==> config.mk <==
export PLATFORM = sky130hd
export DESIGN_NAME = load_store_unit
export DESIGN_NICKNAME = d
export VERILOG_FILES = /design/src/rtl/load_store_unit.sv
export SDC_FILE = /design/constraint.sdc
export NUM_CORES = 1
export LEC_CHECK = 0
export CORE_MARGIN = 10
export CORE_UTILIZATION = 48
export CTS_CLUSTER_SIZE = 20
export DETAILED_ROUTE_END_ITERATION = 8
export GPL_ROUTABILITY_DRIVEN = 1
export PLACE_DENSITY = 0.86
export SLEW_MARGIN = 20
export SYNTH_ARGS = -nofsm -noshare
export SYNTH_HDL_FRONTEND = slang
export SYNTH_SLANG_ARGS = --single-unit
==> constraint.sdc <==
create_clock -name clk -period 3.05 [get_ports clk]
set_input_delay 0.305 -clock clk [delete_from_list [all_inputs] [get_ports clk]]
set_output_delay 0.305 -clock clk [all_outputs]
set_load 0.1 [all_outputs]
==> src/rtl/load_store_unit.sv <==
// ----------------------------------------------------------------------------
// load_store_unit
//
// Single-outstanding load/store unit between a pipeline request/response
// handshake and a synchronous-write, combinational-read data memory.
// Requests are checked for size, alignment and range. Good requests hold
// the memory port for WAIT_CYCLES+1 cycles before committing. Bad requests
// go straight to a response with resp_err set. All vectors are big-endian
// numbered: bit 0 is the MSB. The byte at mem_addr occupies bits [0:7] of
// both mem_rdata and mem_wdata.
//
// Parameters
//   WAIT_CYCLES  extra cycles the memory port is held before commit (0..15)
//   ADDR_LIMIT   data memory size in bytes; addresses at or beyond it fail
//
// Ports
//   clk, rst_n                 clock, asynchronous active-low reset
//   req_valid / req_ready      request handshake (ready only in IDLE)
//   req_write                  1 = store, 0 = load
//   req_size                   bytes-1 (0 byte, 1 halfword, 3 word, 2 invalid)
//   req_signed                 sign-extend load data
//   req_addr                   byte address
//   req_wdata                  store data, right-justified
//   resp_valid / resp_ready    response handshake
//   resp_rdata                 extended load data (0 for stores and errors)
//   resp_err                   request was rejected
//   mem_addr, mem_wdata        memory address and left-justified write data
//   mem_we                     memory write enable, one cycle per store
//   mem_dsize                  memory size code, same encoding as req_size
//   mem_rdata                  combinational memory read data
// ----------------------------------------------------------------------------
module load_store_unit #(
    parameter int WAIT_CYCLES = 0,
    parameter int ADDR_LIMIT  = 32768
) (
    input  logic        clk,
    input  logic        rst_n,
    input  logic        req_valid,
    output logic        req_ready,
    input  logic        req_write,
    input  logic [0:1]  req_size,
    input  logic        req_signed,
    input  logic [0:31] req_addr,
    input  logic [0:31] req_wdata,
    output logic        resp_valid,
    input  logic        resp_ready,
    output logic [0:31] resp_rdata,
    output logic        resp_err,
    output logic [0:31] mem_addr,
    output logic [0:31] mem_wdata,
    output logic        mem_we,
    output logic [0:1]  mem_dsize,
    input  logic [0:31] mem_rdata
);

    typedef enum logic [1:0] {
        IDLE,
        ACCESS,
        RESP
    } state_t;

    state_t      state;
    state_t      state_next;
    logic [0:3]  wait_cnt;
    logic        wait_last;
    logic        transfer;
    logic        req_error;
    logic [0:32] addr_end;
    logic        write_q;
    logic        signed_q;
    logic [0:1]  size_q;
    logic [0:31] load_data;
    logic [0:31] store_lane;

    assign transfer  = req_valid & req_ready;
    assign wait_last = (wait_cnt == 4'(WAIT_CYCLES));

    // Address of the last byte touched, in 33 bits so that a request near
    // the top of the 32-bit space cannot wrap back into range.
    assign addr_end = {1'b0, req_addr} + {31'b0, req_size};

    assign req_error = (req_size == 2'd2)
                     | ((req_size == 2'd1) & req_addr[31])
                     | ((req_size == 2'd3) & (req_addr[30:31] != 2'b00))
                     | (addr_end >= 33'(ADDR_LIMIT));

    // Store data arrives right-justified; the memory expects the byte at
    // mem_addr in the top lane, so narrow stores are shifted up.
    always_comb begin
        store_lane = req_wdata;
        case (req_size)
            2'd0:    store_lane = {req_wdata[24:31], 24'h0};
            2'd1:    store_lane = {req_wdata[16:31], 16'h0};
            default: store_lane = req_wdata;
        endcase
    end

    // Load data sits in the top lane; narrow loads are extended with the
    // field's own MSB when signed, otherwise with zeros.
    always_comb begin
        load_data = mem_rdata;
        case (size_q)
            2'd0:    load_data = {{24{signed_q & mem_rdata[0]}}, mem_rdata[0:7]};
            2'd1:    load_data = {{16{signed_q & mem_rdata[0]}}, mem_rdata[0:15]};
            default: load_data = mem_rdata;
        endcase
    end

    always_comb begin
        state_next = state;
        case (state)
            IDLE: begin
                if (transfer) begin
                    state_next = req_error ? RESP : ACCESS;
                end
            end
            ACCESS: begin
                if (wait_last) begin
                    state_next = RESP;
                end
            end
            RESP: begin
                if (resp_valid & resp_ready) begin
                    state_next = IDLE;
                end
            end
            default: state_next = IDLE;
        endcase
    end

    // The write strobe is derived from state so that an asynchronous reset
    // removes it immediately, even mid-cycle.
    assign mem_we = (state == ACCESS) & write_q & wait_last;

    always_ff @(posedge clk or negedge rst_n) begin
        if (!rst_n) begin
            state <= IDLE;
        end else begin
            state <= state_next;
        end
    end

    // req_ready is registered so it stays low while reset is held and
    // rises on the first clock edge after release.
    always_ff @(posedge clk or negedge rst_n) begin
        if (!rst_n) begin
            req_ready <= 1'b0;
            wait_cnt  <= 4'd0;
        end else begin
            req_ready <= (state_next == IDLE);
            if ((state == ACCESS) && !wait_last) begin
                wait_cnt <= wait_cnt + 4'd1;
            end else begin
                wait_cnt <= 4'd0;
            end
        end
    end

    // Only accepted, well-formed requests move the memory port, so it keeps
    // its last values across error responses and idle time.
    always_ff @(posedge clk or negedge rst_n) begin
        if (!rst_n) begin
            write_q   <= 1'b0;
            signed_q  <= 1'b0;
            size_q    <= 2'd0;
            mem_addr  <= 32'h0;
            mem_wdata <= 32'h0;
            mem_dsize <= 2'd0;
        end else if (transfer) begin
            write_q  <= req_write;
            signed_q <= req_signed;
            size_q   <= req_size;
            if (!req_error) begin
                mem_addr  <= req_addr;
                mem_wdata <= store_lane;
                mem_dsize <= req_size;
            end
        end
    end

    // A good request publishes its response on the edge that ends ACCESS.
    // An error enters RESP with resp_valid still low and publishes on the
    // following edge, so it too appears one edge after acceptance.
    always_ff @(posedge clk or negedge rst_n) begin
        if (!rst_n) begin
            resp_valid <= 1'b0;
            resp_err   <= 1'b0;
            resp_rdata <= 32'h0;
        end else if ((state == ACCESS) && wait_last) begin
            resp_valid <= 1'b1;
            resp_err   <= 1'b0;
            resp_rdata <= write_q ? 32'h0 : load_data;
        end else if (state == RESP) begin
            if (!resp_valid) begin
                resp_valid <= 1'b1;
                resp_err   <= 1'b1;
                resp_rdata <= 32'h0;
            end else if (resp_ready) begin
                resp_valid <= 1'b0;
                resp_err   <= 1'b0;
            end
        end
    end

endmodule
==> results.toml, run 1 <==
[finish]
insertedDiodeCount = 0
regArea_um2 = 2780
stdcell_area_um2 = 8370
fillCellCount = 703
drive_gt1_frac = 0.268
area_delta_synth_final_pct = 53.3
nets = 864
multiInputGateArea_um2 = 2590

[placed_design]
routabilityCongestion = 0.906
dp_hpwl_um = 14000
portBuffers = 205
post_dp_cell_area_um2 = 7790

[floorplan]
dieWidth_um = 127
die_area_um2 = 16000
start_util = 0.497
rows = 38
core-area_um2 = 11000
io_pins = 206
die_y_um = 127

[worst_setup_path]
crit_required_ns = 3.29
worstPathArrival_ns = 3.30
worstSetupPathType = "in2reg"
ff2ff_path_depth = 7
cp_slowest_cell = "or4_4"
r2r-end = "resp_rdata[3]"
crit_buf_inv = 3
worstPathMaxFanout = 5
end_kind = "register"
slowest_delay_ns = 0.54
r2r_start = "wait_cnt[3]"
path_common_cell = "or4_4"
start_kind = "input pin"
critPathTopFamily = "simple AND/OR/NAND/NOR gates"
r2r_setup_slack_ns = 1.03
crit_chain = "clkdlybuf4s50_1 > buf_4 > or3_1 > a31oi_1 > o21ba_2 > or4_4 > or4_4 > clkbuf_16 > mux2_4"

[detailed_routing]
firstDrtPassIters = 5
totalWireLength_um = 19200
viasPerCell = 5.62
via_count = 5057
drc = 0
drtAntennaViolNets = 0
wire_per_inst_um = 21.3
drtIter0Drc = 599

[worst_hold_path]
hold_path_startpoint = "req_addr[20]"
worstHoldEndpoint = "mem_addr[20]"
min_path_type = "in2reg"
hold_depth = 2

[yosys]
synth_flop_cell = "dfrtp_1"
synth-edff-count = 0
ys_seq_area_frac = 0.509
yosysMostFrequentCell = "dfrtp_1"
yosysTopAreaCellShare = 0.509
synth_largest_area_cell = "dfrtp_1"
yosysWarningCount = 0
synth_commonest_cells = "dfrtp_1, nand2_1, o21ai_0, mux2i_1, a22o_1"
netlist_top_cells_area = "dfrtp_1, mux2i_1, mux2_2"
syn_inst = 509
synth.distinct_cells = 46
synthArstFlopShare = 1.00
syn_area_um2 = 5460
mappedNetlistNets = 618
syn_avg_cell_area_um2 = 10.7
ys_ff_latch = 111

[timing]
setup-violations-final = 6
worst_slew_pin_slew_ns = 0.999
fin_setup_tns_ns = -0.0246
hold_violations = 0
fmax_mhz = 326
worst_slack_ns = -0.0145
drv_slew = 0
period_share = 1.00
skew_ns = 0.0106
layout_min_cycle_time_ns = 3.06
max_slew_margin = 0.332

[grt]
grt-ovfl-total = 0
antenna_found_initial = 0
grt_pass1_vias = 5249
grt_max_degree = 51
grt_pass1_wl_um = 28700
track_usage = 0.219

[pwr]
leakagePower_uw = 0.00409
powerDensity_nw_per_um2 = 450
irDropWorstVdd_v = 0.000341

[cts]
clock_path_buffers = 2
cts_tree = "built"
cts.clk_slew.worst_paths_ns = 0.08
clock_sinks = 111
clock-root-buffer = "clkbuf_16"
cts_made_buffers = 9
htree_levels = 3
clk_latency_ns = 0.35

[status]
violations = "negative setup slack"
status = "finished, violations left"

[job]
maxCapViolations = 0
kinds of logic (layout without fill, tap and decap cells):
| group | Yosys count | count (layout) | synth area share |
|---|---|---|---|
| AO/OA/AOI/OAI | 102 | 102 | 0.123 |
| multiplexers | 73 | 73 | 0.152 |
| adder cells (fa/ha/maj) | 5 | 5 | 0.0128 |
| AND/OR/NAND/NOR | 164 | 164 | 0.158 |
| buffers and inverters | 50 | 301 | 0.0385 |
| flip-flops | 111 | 111 | 0.509 |
| XOR/XNOR | 4 | 4 | 0.00642 |
cell type report:
cell class	count	share of cell area
multi-input combinational	348	0.309
timing repair buffer	262	0.294
tap	140	0.0209
clock buffer	11	0.0290
clock inverter	5	0.00464
sequential	111	0.332
inverter	23	0.0103
power breakdown:
| group | leakage, uW | internal (uW) | switching, uW | total (uW) |
|---|---|---|---|---|
| Sequential | 0.00145 | 1520 | 145 | 1670 |
| Clock | 0.000137 | 586 | 563 | 1150 |
| Combinational | 0.00250 | 369 | 575 | 945 |
placed cells by master, fill, tap and decap left out, types with 4 or more instances in the layout:
| master | count |
|---|---|
| clkdlybuf4s50_1 | 124 |
| buf_4 | 113 |
| dfrtp_1 | 111 |
| nand2_1 | 68 |
| o21ai_0 | 38 |
| mux2i_1 | 33 |
| a22o_1 | 31 |
| mux2_2 | 26 |
| inv_1 | 23 |
| nand2b_1 | 20 |
| and2_1 | 19 |
| a21oi_1 | 13 |
| mux2_4 | 13 |
| clkbuf_16 | 13 |
| nor2_1 | 12 |
| dlymetal6s2s_1 | 12 |
| nand4_1 | 9 |
| buf_6 | 6 |
| nand3_1 | 4 |
| nor4_4 | 4 |
timing repair:
action | CTS | global route
cloned | 0 | 5
pin swaps | 1 | 12
resized for setup | 8 | 26
hold endpoints to repair | 3 | 0
setup endpoints to repair | 62 | 60
hold buffers | 1 | 0
buffers inserted | 1 | 3
state kept, by name (all words and copies together) (netlist names):
name / count
mem_addr: 32
mem_wdata: 32
resp_rdata: 32
wait_cnt: 4
mem_dsize: 2
size_q: 2
state: 2
req_ready: 1
resp_err: 1
resp_valid: 1
signed_q: 1
write_q: 1
stage by stage:
stage	cells	utilization	power [uW]	hold slack, ns	setup slack [ns]
2_1_floorplan	509	-	2210	0.00941	0.0420
3_3_place_gp	874	0.708	2570	0.360	-0.445
3_5_place_dp	874	0.709	2610	0.374	-0.544
4_1_cts	892	0.740	3760	0.493	-0.00644
5_1_grt	900	0.762	3930	0.233	-0.0904
6_report	900	0.762	3760	0.238	-0.0145
metal layers:
layer,GRT usage,wire [um],share of wire
met3,0.0516,1310,0.068
met4,0.0717,402,0.021
met5,0,0,0
met2,0.391,9960,0.52
met1,0.252,7510,0.39
worst max path at each step:
stage                         endpoint  cells past startpoint  slack, ns          from
final                     mem_addr[26]                      9      -0.01   req_addr[6]
after global placement    mem_addr[30]                     10      -0.44   req_size[0]
after CTS                 mem_addr[28]                     10     -0.006   req_size[0]
after detailed placement  mem_addr[28]                     10      -0.54   req_size[0]
after global routing      mem_addr[26]                      9      -0.09  req_addr[28]
after floorplan           mem_addr[16]                     11       0.04   req_size[1]
Power figures use the tool's default switching activity.
==> run 2: changes to the inputs <==
--- a/config.mk
+++ b/config.mk
@@ -7,6 +7,7 @@
 export LEC_CHECK = 0
 export CORE_MARGIN = 10
 export CORE_UTILIZATION = 48
+export CTS_CLUSTER_DIAMETER = 80
 export CTS_CLUSTER_SIZE = 20
 export DETAILED_ROUTE_END_ITERATION = 8
 export GPL_ROUTABILITY_DRIVEN = 1
==> results of run 2 <==
No change in the layout: final DEF, timing and power equal those of run 1.
==> run 3: changes to the inputs <==
--- a/config.mk
+++ b/config.mk
@@ -5,6 +5,7 @@
 export SDC_FILE = /design/constraint.sdc
 export NUM_CORES = 1
 export LEC_CHECK = 0
+export ABC_CLOCK_PERIOD_IN_PS = 3050
 export CORE_MARGIN = 10
 export CORE_UTILIZATION = 48
 export CTS_CLUSTER_DIAMETER = 80
@@ -12,6 +13,7 @@
 export DETAILED_ROUTE_END_ITERATION = 8
 export GPL_ROUTABILITY_DRIVEN = 1
 export PLACE_DENSITY = 0.86
+export SKIP_LAST_GASP = 1
 export SLEW_MARGIN = 20
 export SYNTH_ARGS = -nofsm -noshare
 export SYNTH_HDL_FRONTEND = slang
==> results.toml, run 3 (synthesized netlist as in run 1, its figures left out) <==
[job]
maxCapViolations = 0

[floorplan]
die_y_um = 127
io_pins = 206
start_util = 0.497
dieWidth_um = 127
rows = 38
core-area_um2 = 11000
die_area_um2 = 16000

[detailed_routing]
firstDrtPassIters = 5
drc = 0
met2_length_um = 9940
totalWireLength_um = 19100
wl_met1_um = 7510
dr_wl_met3_um = 1270
drtAntennaViolNets = 0
top_layer_used = "met4"
viasPerCell = 5.63
via_count = 5088
wire_per_inst_um = 21.1
drtIter0Drc = 590

[worst_hold_path]
hold_depth = 2
hold_path_startpoint = "req_addr[20]"
min_path_type = "in2reg"
worstHoldEndpoint = "mem_addr[20]"

[finish]
fillCellCount = 692
final_cell_mix = "clkdlybuf4s50_1, buf_4, dfrtp_1, nand2_1, o21ai_0"
multiInputGateArea_um2 = 2600
regArea_um2 = 2780
largest_registers = "mem_addr (32), mem_wdata (32), resp_rdata (32)"
nets = 868
fin_cells = 904
insertedDiodeCount = 0
layout_commonest_cell = "clkdlybuf4s50_1"
area_delta_synth_final_pct = 53.7
drive_gt1_frac = 0.274
fin_util = 0.764

[grt]
grt_max_degree = 51
grt_pass1_vias = 5253
grt-ovfl-total = 0
grt_pass1_wl_um = 28700
track_usage = 0.219
antenna_found_initial = 0

[timing]
worst_slew_pin_slew_ns = 0.997
hold_violations = 0
period_share = 0.992
fmax_mhz = 331
rsz0062_at_grt = "true"
skew_ns = 0.0103
fin_setup_tns_ns = 0
max_slew_margin = 0.333
drv_slew = 0
setup-violations-final = 0
layout_min_cycle_time_ns = 3.02

[cts]
clock_sinks = 111
cts_tree = "built"
cts.clk_slew.worst_paths_ns = 0.07
clock-root-buffer = "clkbuf_16"
clock_path_buffers = 2
cts_made_buffers = 9
htree_levels = 3
clk_latency_ns = 0.35

[worst_setup_path]
worstPathArrival_ns = 3.25
crit_required_ns = 3.27
worstPathMaxFanout = 18
start_kind = "input pin"
ff2ff_path_depth = 7
end_kind = "register"
r2r_setup_slack_ns = 1.02
r2r_start = "wait_cnt[3]"
r2r-end = "resp_rdata[13]"
worstSetupPathType = "in2reg"

[placed_design]
portBuffers = 205
routabilityCongestion = 0.906
dp_hpwl_um = 14000
dpl.cell_count = 874

[pwr]
leakagePower_uw = 0.00405
irDropWorstVdd_v = 0.000348
powerDensity_nw_per_um2 = 448

[status]
status = "finished clean"
run 3: cell types whose count changed in the layout (fill, tap and decap cells not counted), sizes merged:
cell / delta
clkdlybuf4s50: +5
buf: +5
dlymetal6s2s: -5
clkbuf: -1
run 3: through the flow:
step	hold WS, ns	setup slack [ns]	power [uW]	instance area, um^2
2_1_floorplan	0.00941	0.0420	2210	5460
3_3_place_gp	0.360	-0.445	2570	7780
3_5_place_dp	0.374	-0.544	2610	7790
4_1_cts	0.493	-0.00644	3760	8120
5_1_grt	0.269	-0.0449	3920	8390
6_report	0.246	0.0258	3760	8390
run 3: worst max-delay path, stage by stage:
cell             delay (ns)
clkdlybuf4s50_1        0.51
nand4_1                0.09
buf_4                  0.18
nor4_4                 0.34
nand2_1                0.12
o21ba_2                0.21
or4_4                  0.54
or4_4                  0.45
buf_12                 0.18
mux2_4                 0.31
run 3: power by group:
group | internal (uW) | switching [uW]
registers | 1520 | 148
logic | 372 | 576
clock network | 586 | 554
total | 2480 | 1280
run 3: repair_timing:
| action | in CTS | in global routing |
|---|---|---|
| hold buffers | 1 | 0 |
| hold endpoints to repair | 3 | 0 |
| cloned | 0 | 4 |
| pin swaps | 1 | 12 |
| setup endpoints to repair | 62 | 60 |
| resized for setup | 6 | 26 |
| buffers inserted | 1 | 8 |
run 3: final cells by class:
type,count,share of cell area
Inverter,23,0.0103
Clock buffer,11,0.0289
Tap cell,140,0.0209
Timing Repair Buffer,266,0.294
Clock inverter,5,0.00463
Sequential cell,111,0.331
Multi-Input combinational cell,348,0.310
run 3: worst max path at each step:
stage | from | to | slack [ns] | depth (start not counted)
6_report | req_addr[23] | mem_addr[28] | 0.03 | 10
5_1_grt | req_addr[19] | mem_addr[28] | -0.04 | 10
4_1_cts | req_size[0] | mem_addr[28] | -0.006 | 10
3_5_place_dp | req_size[0] | mem_addr[28] | -0.54 | 10
3_3_place_gp | req_size[0] | mem_addr[30] | -0.44 | 10
2_1_floorplan | req_size[1] | mem_addr[16] | 0.04 | 11
run 3: layer usage:
| metal | track usage | up-vias |
|---|---|---|
| met5 | 0 | - |
| met4 | 0.0770 | 0 |
| met3 | 0.0525 | 30 |
| met2 | 0.389 | 210 |
| met1 | 0.252 | 2549 |
| li1 | - | 2299 |
